[config.mk]
export PLATFORM = sky130hd
export DESIGN_NAME = cla_seq
export DESIGN_NICKNAME = d
export VERILOG_FILES = /design/src/rtl/cla_seq_pkg.sv /design/src/rtl/cla_seq_cla.sv /design/src/rtl/cla_seq.sv
export SDC_FILE = /design/constraint.sdc
export NUM_CORES = 1
export LEC_CHECK = 0
export CORE_MARGIN = 1
export CORE_UTILIZATION = 30
export DETAILED_ROUTE_END_ITERATION = 7
export GPL_TIMING_DRIVEN = 0
export RECOVER_POWER = 25
export SETUP_SLACK_MARGIN = 0.15
export SKIP_CTS_REPAIR_TIMING = 1
export SYNTH_ARGS = -nofsm -noshare
export SYNTH_HDL_FRONTEND = slang
export SYNTH_SLANG_ARGS = --single-unit
[constraint.sdc]
create_clock -name wb_clk_i -period 3.25 [get_ports wb_clk_i]
set_input_delay 0.325 -clock wb_clk_i [delete_from_list [all_inputs] [get_ports wb_clk_i]]
set_output_delay 0.325 -clock wb_clk_i [all_outputs]
set_load 0.005 [all_outputs]
[src/rtl/cla_seq_pkg.sv]
// Shared types and constants for the nibble-serial adder/subtractor.
// Latency: n/a. Backpressure: n/a.
package cla_seq_pkg;

  localparam int NIB_W = 4;

  typedef enum logic [1:0] {
    IDLE = 2'd0,
    RUN  = 2'd1,
    DONE = 2'd2
  } state_t;

  // Width of a counter that must reach nib-1; kept at least one bit wide.
  function automatic int idx_width(input int nib);
    return (nib > 1) ? $clog2(nib) : 1;
  endfunction

endpackage

[src/rtl/cla_seq_cla.sv]
// 4-bit carry-lookahead adder cell.
// Latency: combinational. Backpressure: none.
module cla_seq_cla (
  input  logic [3:0] a,
  input  logic [3:0] b,
  input  logic       ci,
  output logic [3:0] s,
  output logic       co
);

  logic [3:0] g;
  logic [3:0] p;
  logic [4:1] c;

  assign g = a & b;
  assign p = a ^ b;

  assign c[1] = g[0] | (p[0] & ci);
  assign c[2] = g[1] | (p[1] & g[0]) | (p[1] & p[0] & ci);
  assign c[3] = g[2] | (p[2] & g[1]) | (p[2] & p[1] & g[0])
              | (p[2] & p[1] & p[0] & ci);
  assign c[4] = g[3] | (p[3] & g[2]) | (p[3] & p[2] & g[1])
              | (p[3] & p[2] & p[1] & g[0]) | (p[3] & p[2] & p[1] & p[0] & ci);

  assign s  = p ^ {c[3:1], ci};
  assign co = c[4];

endmodule

[src/rtl/cla_seq.sv]
// Multi-precision add/sub that time-shares one 4-bit CLA cell, LSB nibble first.
// Latency: out_valid rises NIB edges after the accepting edge.
// Backpressure: result held in DONE until out_ready; no accept while busy.
module cla_seq
  import cla_seq_pkg::*;
#(
  parameter int WIDTH = 16
) (
`ifdef USE_POWER_PINS
  inout  wire              vdd,
  inout  wire              vss,
`endif
  input  logic             wb_clk_i,
  input  logic             wb_rst_i,
  input  logic             in_valid,
  output logic             in_ready,
  input  logic [WIDTH-1:0] op_a,
  input  logic [WIDTH-1:0] op_b,
  input  logic             sub,
  input  logic             cin,
  output logic             out_valid,
  input  logic             out_ready,
  output logic [WIDTH-1:0] result,
  output logic             cout,
  output logic             ovf,
  output logic             busy
);

  localparam int NIB  = WIDTH / NIB_W;
  localparam int IDXW = idx_width(NIB);
  localparam logic [IDXW-1:0] LAST_IDX = IDXW'(NIB - 1);

  state_t            state_q;
  state_t            state_d;
  logic [WIDTH-1:0]  a_q;
  logic [WIDTH-1:0]  b_q;
  logic              carry_q;
  logic [IDXW-1:0]   idx_q;
  logic [WIDTH-1:0]  res_q;
  logic              cout_q;
  logic              ovf_q;

  logic              accept;
  logic              last_nib;
  logic [IDXW+1:0]   bit_off;
  logic [3:0]        a_nib;
  logic [3:0]        b_nib;
  logic [3:0]        sum_nib;
  logic              cla_co;

  assign accept   = in_valid & in_ready;
  assign last_nib = (idx_q == LAST_IDX);
  assign bit_off  = {idx_q, 2'b00};
  assign a_nib    = a_q[bit_off +: NIB_W];
  assign b_nib    = b_q[bit_off +: NIB_W];

  cla_seq_cla u_cla (
    .a  (a_nib),
    .b  (b_nib),
    .ci (carry_q),
    .s  (sum_nib),
    .co (cla_co)
  );

  always_ff @(posedge wb_clk_i) begin
    if (wb_rst_i) begin
      state_q <= IDLE;
    end else begin
      state_q <= state_d;
    end
  end

  always_comb begin
    state_d = state_q;
    case (state_q)
      IDLE:    if (accept)    state_d = RUN;
      RUN:     if (last_nib)  state_d = DONE;
      DONE:    if (out_ready) state_d = IDLE;
      default: state_d = IDLE;
    endcase
  end

  always_comb begin
    in_ready  = (state_q == IDLE);
    out_valid = (state_q == DONE);
    busy      = (state_q != IDLE);
  end

  // Subtraction is A + ~B + 1: invert B once at accept and seed the carry with 1.
  always_ff @(posedge wb_clk_i) begin
    if (wb_rst_i) begin
      a_q     <= '0;
      b_q     <= '0;
      carry_q <= 1'b0;
      idx_q   <= '0;
      res_q   <= '0;
      cout_q  <= 1'b0;
      ovf_q   <= 1'b0;
    end else begin
      case (state_q)
        IDLE: begin
          if (accept) begin
            a_q     <= op_a;
            b_q     <= sub ? ~op_b : op_b;
            carry_q <= sub ? 1'b1 : cin;
            idx_q   <= '0;
          end
        end
        RUN: begin
          res_q[bit_off +: NIB_W] <= sum_nib;
          carry_q <= cla_co;
          if (last_nib) begin
            idx_q  <= '0;
            cout_q <= cla_co;
            ovf_q  <= (a_q[WIDTH-1] == b_q[WIDTH-1]) && (sum_nib[3] != a_q[WIDTH-1]);
          end else begin
            idx_q <= idx_q + IDXW'(1);
          end
        end
        default: ;
      endcase
    end
  end

  assign result = res_q;
  assign cout   = cout_q;
  assign ovf    = ovf_q;

endmodule

==> run metrics, run 1 <==
FF+latch count, synth=55; post-synth top area share=40.6%; H-tree levels=2; DP Area=3410 sq um; Sum Neg Setup Slack=0 ns; layout net count=397; ANT nets after route=0; share of cells above drive strength 1=9.48%; Pre-antenna DRT Iters=4; leakage=1.30 nW; clock buffer depth=2; CP max FO=10; Seq pwr share=47.6%; IO Pins=59; Fmax=362 MHz; Min-Delay Endpoint=b_q[7]$_SDFFE_PP0P_; worst clock skew=0.00505 ns; WS Path Type=flop to flop; Hold Path Stages=3; Root Driver=clkbuf_8; port bufs=56; DIE AREA=9420 sq um; Area Growth Syn to Fin=29.5%; Max IR drop VDD=0.290 mV; dominant cells by area after synthesis=dfxtp_1, mux4_2, nand2_1; final count of pins violating max slew=0; crit path capture type=flop; r2r setup slk=0.49 ns; core area=8720 sq um; Clock Latency Late Sink=0.31 ns; post-layout min period=2.76 ns; main flop type after synthesis=dfxtp_1; drt initial violations=82; Yosys cell types=43; fin crit share=85.0%; Worst Min Path Start=sub; combinational power share=17.9%; fillers=896; share of total power in the clock network=34.5%; synthesized area per cell=9.54 sq um; Util after Layout=40.2%; cell taking the most area after synthesis=dfxtp_1; Synth Cell Area=2710 sq um; CTS buffer count=5; initial antenna violation count=0; Final GP Congestion=0.745; Ant. Diodes=0; Worst-path clk slew=0.10 ns; TritonCTS clock tree=yes; cells after synthesis=284; overflow left after global routing=0; status=finished clean; wirelength, routed=6310 um; first-pass GRT wire length=10700 um; Final Non-Filler Cells=456; row count=34; Warnings, synthesis=0; Wirelength per Cell=13.8 um; DR vias/cell=4.91; RSZ-0062 raised after global routing=false; Async S/R FF share, synth=0%; max_cap viols=0; worst r2r src=idx_q[0]$_SDFFE_PP0P_; Startpoint Class=flop; DP Wirelength=4880 um; design area=3510 sq um; Final setup viols=0; switching share of power=25.0%; sequential share of the synthesized area=40.6%; Synth Net Count=334; Inst Count DP=448; reg2reg end=ovf$_SDFFE_PP0P_; hold crit path type=primary input to flop; final worst-path setup slack=0.488 ns; Slew headroom=56.2%; data arrival time of the worst path=2.98 ns; Worst Path Required=3.47 ns; number of global-route vias before repair=2246; height of the die=97.0 um; Starting Density=31.1%; Int Pwr=0.00115 W; r2r worst-path depth=7; DRC viols=0; Net Sw Power=0.000385 W; slew at the pin closest to its max-slew limit=0.657 ns; number of synthesized flops with an enable pin=0; All-Layer GR Usage=13.9%; chip width=97.0 um; pwr dens=438 nW/um^2; largest net degree at the start of global routing=17; clock sink count=55; via count=2238; Setup WS pre-CTS=0.300 ns; final hold violation count=0
-- kinds of logic (layout without fill, tap and decap cells) --
| logic type | Yosys count | after routing | synth area share [%] |
|---|---|---|---|
| AO/OA/AOI/OAI | 65 | 65 | 16.3 |
| XOR/XNOR | 17 | 17 | 5.49 |
| adder cells (fa/ha/maj) | 12 | 12 | 5.82 |
| buffers and inverters | 24 | 88 | 4.80 |
| flip-flops | 55 | 55 | 40.6 |
| multiplexers | 9 | 9 | 7.02 |
| AND/OR/NAND/NOR | 102 | 102 | 19.9 |
-- power groups by stage --
| stage | clock (W) | sequential [W] | combinational (W) |
|---|---|---|---|
| 5_1_grt | 0.000565 | 0.000736 | 0.000305 |
| 6_report | 0.000531 | 0.000731 | 0.000275 |
| 3_3_place_gp | 0 | 0.000745 | 0.000278 |
| 3_5_place_dp | 0 | 0.000746 | 0.000283 |
| 2_1_floorplan | 0 | 0.000740 | 0.000182 |
| 4_1_cts | 0.000538 | 0.000731 | 0.000284 |
-- how the worst max path moves through the flow --
stage / from / end / slack, ns / depth (start not counted)
detailed placement: idx_q[1]$_SDFFE_PP0P_ / ovf$_SDFFE_PP0P_ / 0.30 / 7
global route: idx_q[0]$_SDFFE_PP0P_ / ovf$_SDFFE_PP0P_ / 0.28 / 7
finish: idx_q[0]$_SDFFE_PP0P_ / ovf$_SDFFE_PP0P_ / 0.49 / 7
global placement: idx_q[0]$_SDFFE_PP0P_ / ovf$_SDFFE_PP0P_ / 0.37 / 7
CTS: idx_q[1]$_SDFFE_PP0P_ / ovf$_SDFFE_PP0P_ / 0.26 / 7
floorplan: idx_q[0]$_SDFFE_PP0P_ / ovf$_SDFFE_PP0P_ / 0.68 / 7
-- critical path, stage by stage (launching register included) --
cell and delay [ns]:
dfxtp_2 0.44, clkbuf_4 0.29, mux4_2 0.60, ha_1 0.37
a211oi_1 0.23, o21ai_1 0.23, a31o_1 0.28, a311oi_1 0.22
-- synthesized netlist by cell type, types with 2 or more instances --
| library cell | n |
|---|---|
| nor4b_2 | 2 |
| a21oi_1 | 23 |
| a22oi_1 | 9 |
| dfxtp_1 | 55 |
| mux4_2 | 8 |
| buf_6 | 4 |
| a21o_1 | 2 |
| ha_1 | 11 |
| and2_1 | 2 |
| buf_2 | 7 |
| nand4_1 | 5 |
| nand2b_1 | 2 |
| a32oi_1 | 4 |
| nor2b_1 | 2 |
| nand2_1 | 39 |
| inv_1 | 4 |
| xnor2_1 | 16 |
| a211oi_1 | 19 |
| nor3_1 | 2 |
| clkbuf_1 | 7 |
| nand3b_4 | 3 |
| nor2_1 | 37 |
-- registers in the layout, indices dropped and copies added (netlist names) --
signal / flops
a_q: 16
b_q: 16
result: 16
idx_q: 2
state_q: 2
carry_q: 1
cout: 1
ovf: 1
-- stage by stage --
step                      hold WS (ns)  power, W
after floorplan                  0.433  0.000922
after global placement           0.442   0.00102
after detailed placement         0.447   0.00103
after CTS                        0.452   0.00155
after global routing             0.465   0.00161
final                            0.448   0.00154
-- layer usage --
layer	up-vias	GRT usage [%]	share of wire [%]
li1	1128	-	-
met1	1048	17.3	45
met2	56	24.3	49
met3	6	3.03	4.9
met4	0	3.10	0.89
met5	-	0	0
-- cells in the final DEF (no fill, tap or decap), drive strengths merged, types with 2 or more instances in the layout --
cell type      netlist  routed
a211oi              19      19
nor2                38      38
clkbuf               8      21
a21o                 2       2
nor4b                3       3
ha                  11      11
nand4                5       5
a21oi               23      23
clkdlybuf4s50        0      55
nand3b               4       4
buf                 12       5
inv                  4       4
nor2b                2       2
nor3                 2       2
mux4                 8       8
a22oi                9       9
o21ai                3       3
bufinv               0       2
and2                 2       2
dfxtp               55      55
xnor2               16      16
nand2b               2       2
a32oi                4       4
nand2               39      39
-- layout make-up --
cell class | count | area (sq um) | area share [%]
tap | 108 | 135 | 3.85
inverter | 4 | 15.0 | 0.428
clock inverter | 2 | 60.1 | 1.71
multi-input combinational | 205 | 1470 | 41.9
timing repair buffer | 56 | 561 | 16.0
sequential | 55 | 1100 | 31.4
clock buffer | 6 | 72.6 | 2.07
buffer | 20 | 92.6 | 2.64
No activity file was read; power rests on OpenSTA's default activity.
==> run 2, diff against run 1 <==
==> constraint.sdc (replaced) <==
create_clock -name wb_clk_i -period 2.3 [get_ports wb_clk_i]
set_input_delay 0.23 -clock wb_clk_i [delete_from_list [all_inputs] [get_ports wb_clk_i]]
set_output_delay 0.23 -clock wb_clk_i [all_outputs]
set_load 0.005 [all_outputs]
==> run 2 against run 1 <==
  * The flow now finishes with violations (negative setup slack)
  * Critical endpoint unchanged
  * Sequential share of layout area fell by 1.8 points
  * Clock-buffer cell count fell by 1
  * Sequential cell count did not move
  * Global-route usage rose by 0.86 points
  * Final area rose by 6.5%
==> run metrics, run 2 (same netlist as run 1, synthesis figures left out) <==
final hold violation count=0; IO Pins=59; RSZ-0062 raised after global routing=true; delay of the slowest critical-path stage=0.58 ns; Worst Path Required=2.53 ns; r2r worst-path depth=7; Slew headroom=61.2%; share of cells above drive strength 1=19.7%; drt initial violations=71; Max IR drop VDD=0.233 mV; Fmax=428 MHz; Pre-antenna DRT Iters=4; status=complete, but fails checks; largest net degree at the start of global routing=18; reg2reg end=ovf$_SDFFE_PP0P_; leakage=1.36 nW; first-pass GRT wire length=11100 um; port bufs=56; Clock Latency Late Sink=0.31 ns; DRC viols=0; All-Layer GR Usage=14.7%; initial antenna violation count=0; Worst-path clk slew=0.10 ns; hold crit path type=primary input to flop; row count=34; Wirelength per Cell=14.8 um; Final GP Congestion=0.776; r2r setup slk=-0.04 ns; crit path capture type=flop; Final setup viols=1; ANT nets after route=0; pwr dens=547 nW/um^2; worst clock skew=0.00568 ns; Starting Density=31.1%; failing checks=negative setup slack; chip width=97.0 um; DP Wirelength=5110 um; Ant. Diodes=0; H-tree levels=2; post-layout min period=2.34 ns; clock buffer depth=2; commonest non-fill, non-tap cell in the layout=clkdlybuf4s50_1; Startpoint Class=flop; total power=0.00205 W; Setup WS pre-CTS=-0.240 ns; TritonCTS clock tree=yes; Critical-path top delay cell=mux4_2; WS Path Type=flop to flop; data arrival time of the worst path=2.56 ns; height of the die=97.0 um; Worst Min Path Start=sub; via count=2271; slew at the pin closest to its max-slew limit=0.583 ns; design area=3740 sq um; wirelength, routed=6880 um; DR vias/cell=4.89; CP max FO=6; max_cap viols=0; layout net count=405; clock sink count=55; fin crit share=102%; Min-Delay Endpoint=b_q[7]$_SDFFE_PP0P_; worst r2r src=idx_q[0]$_SDFFE_PP0P_; final count of pins violating max slew=0; overflow left after global routing=0; CTS buffer count=5; most frequent cells in the layout=clkdlybuf4s50_1, dfxtp_1, nand2_1, nor2_1, a21oi_1; number of global-route vias before repair=2318; DIE AREA=9420 sq um; worst path cell trace=buf_12 -> mux4_2 -> ha_4 -> a211oi_4 -> o21ai_4 -> a31o_1 -> a311oi_2; core area=8720 sq um; Root Driver=clkbuf_8; Hold Path Stages=3; final worst-path setup slack=-0.0379 ns; Area Growth Syn to Fin=37.9%; DP Area=3450 sq um
==> run 2: changes by cell type in the layout (fill, tap and decap cells not counted), moves of 3 or more <==
cell / change
ha_4: +4
clkbuf_1: -8
ha_1: -4
buf_4: +7
buf_6: +3
a22oi_1: -5
a22oi_2: +5
==> run 2: worst max path at each step <==
stage	start	to	slack (ns)	cells after the start
after CTS	idx_q[0]$_SDFFE_PP0P_	ovf$_SDFFE_PP0P_	-0.27	7
after floorplan	idx_q[0]$_SDFFE_PP0P_	ovf$_SDFFE_PP0P_	0.02	7
after global placement	idx_q[0]$_SDFFE_PP0P_	ovf$_SDFFE_PP0P_	-0.21	7
final	idx_q[0]$_SDFFE_PP0P_	ovf$_SDFFE_PP0P_	-0.04	7
after global routing	idx_q[0]$_SDFFE_PP0P_	ovf$_SDFFE_PP0P_	-0.15	7
after detailed placement	idx_q[0]$_SDFFE_PP0P_	ovf$_SDFFE_PP0P_	-0.24	7
==> run 2: stage by stage <==
step                hold WS, ns  cells  util [%]  TNS, ns
finish                    0.375    464      42.8  -0.0379
CTS                       0.372    456      40.6    -1.17
global placement          0.442    448      39.6   -0.653
floorplan                 0.366    284         -        0
global route              0.384    464      42.8   -0.501
detailed placement        0.445    448      39.6   -0.925
==> run 2: per-layer routing <==
metal,global-route usage [%],vias up,part of all wire [%]
li1,-,1140,-
met1,18.5,1068,45
met2,25.5,54,50
met3,2.89,9,3.6
met4,4.25,0,1.5
met5,0,-,0
==> run 2: power by group <==
part / internal, W / switching [W]
combinational: 0.000246 / 0.000237
sequential: 0.00100 / 0.0000323
clock: 0.000215 / 0.000314
==> run 2: area by class of cell <==
class                   count  area (sq um)
plain buffers              20           141
clock buffers               5          68.8
clock inverters             3          18.8
fillers                   877          4980
inverters                   4          15.0
multi-input cells         205          1630
flip-flops and latches     55          1110
well taps                 108           135
repair buffers             64           621
==> run 2: worst max-delay path: cells and delay by family (launching register included) <==
family | cells | cell delay (ns)
buffers and inverters | 1 | 0.13
AO/OA/AOI/OAI | 4 | 0.86
adder cells (fa/ha/maj) | 1 | 0.30
multiplexers | 1 | 0.58
flip-flops | 1 | 0.38
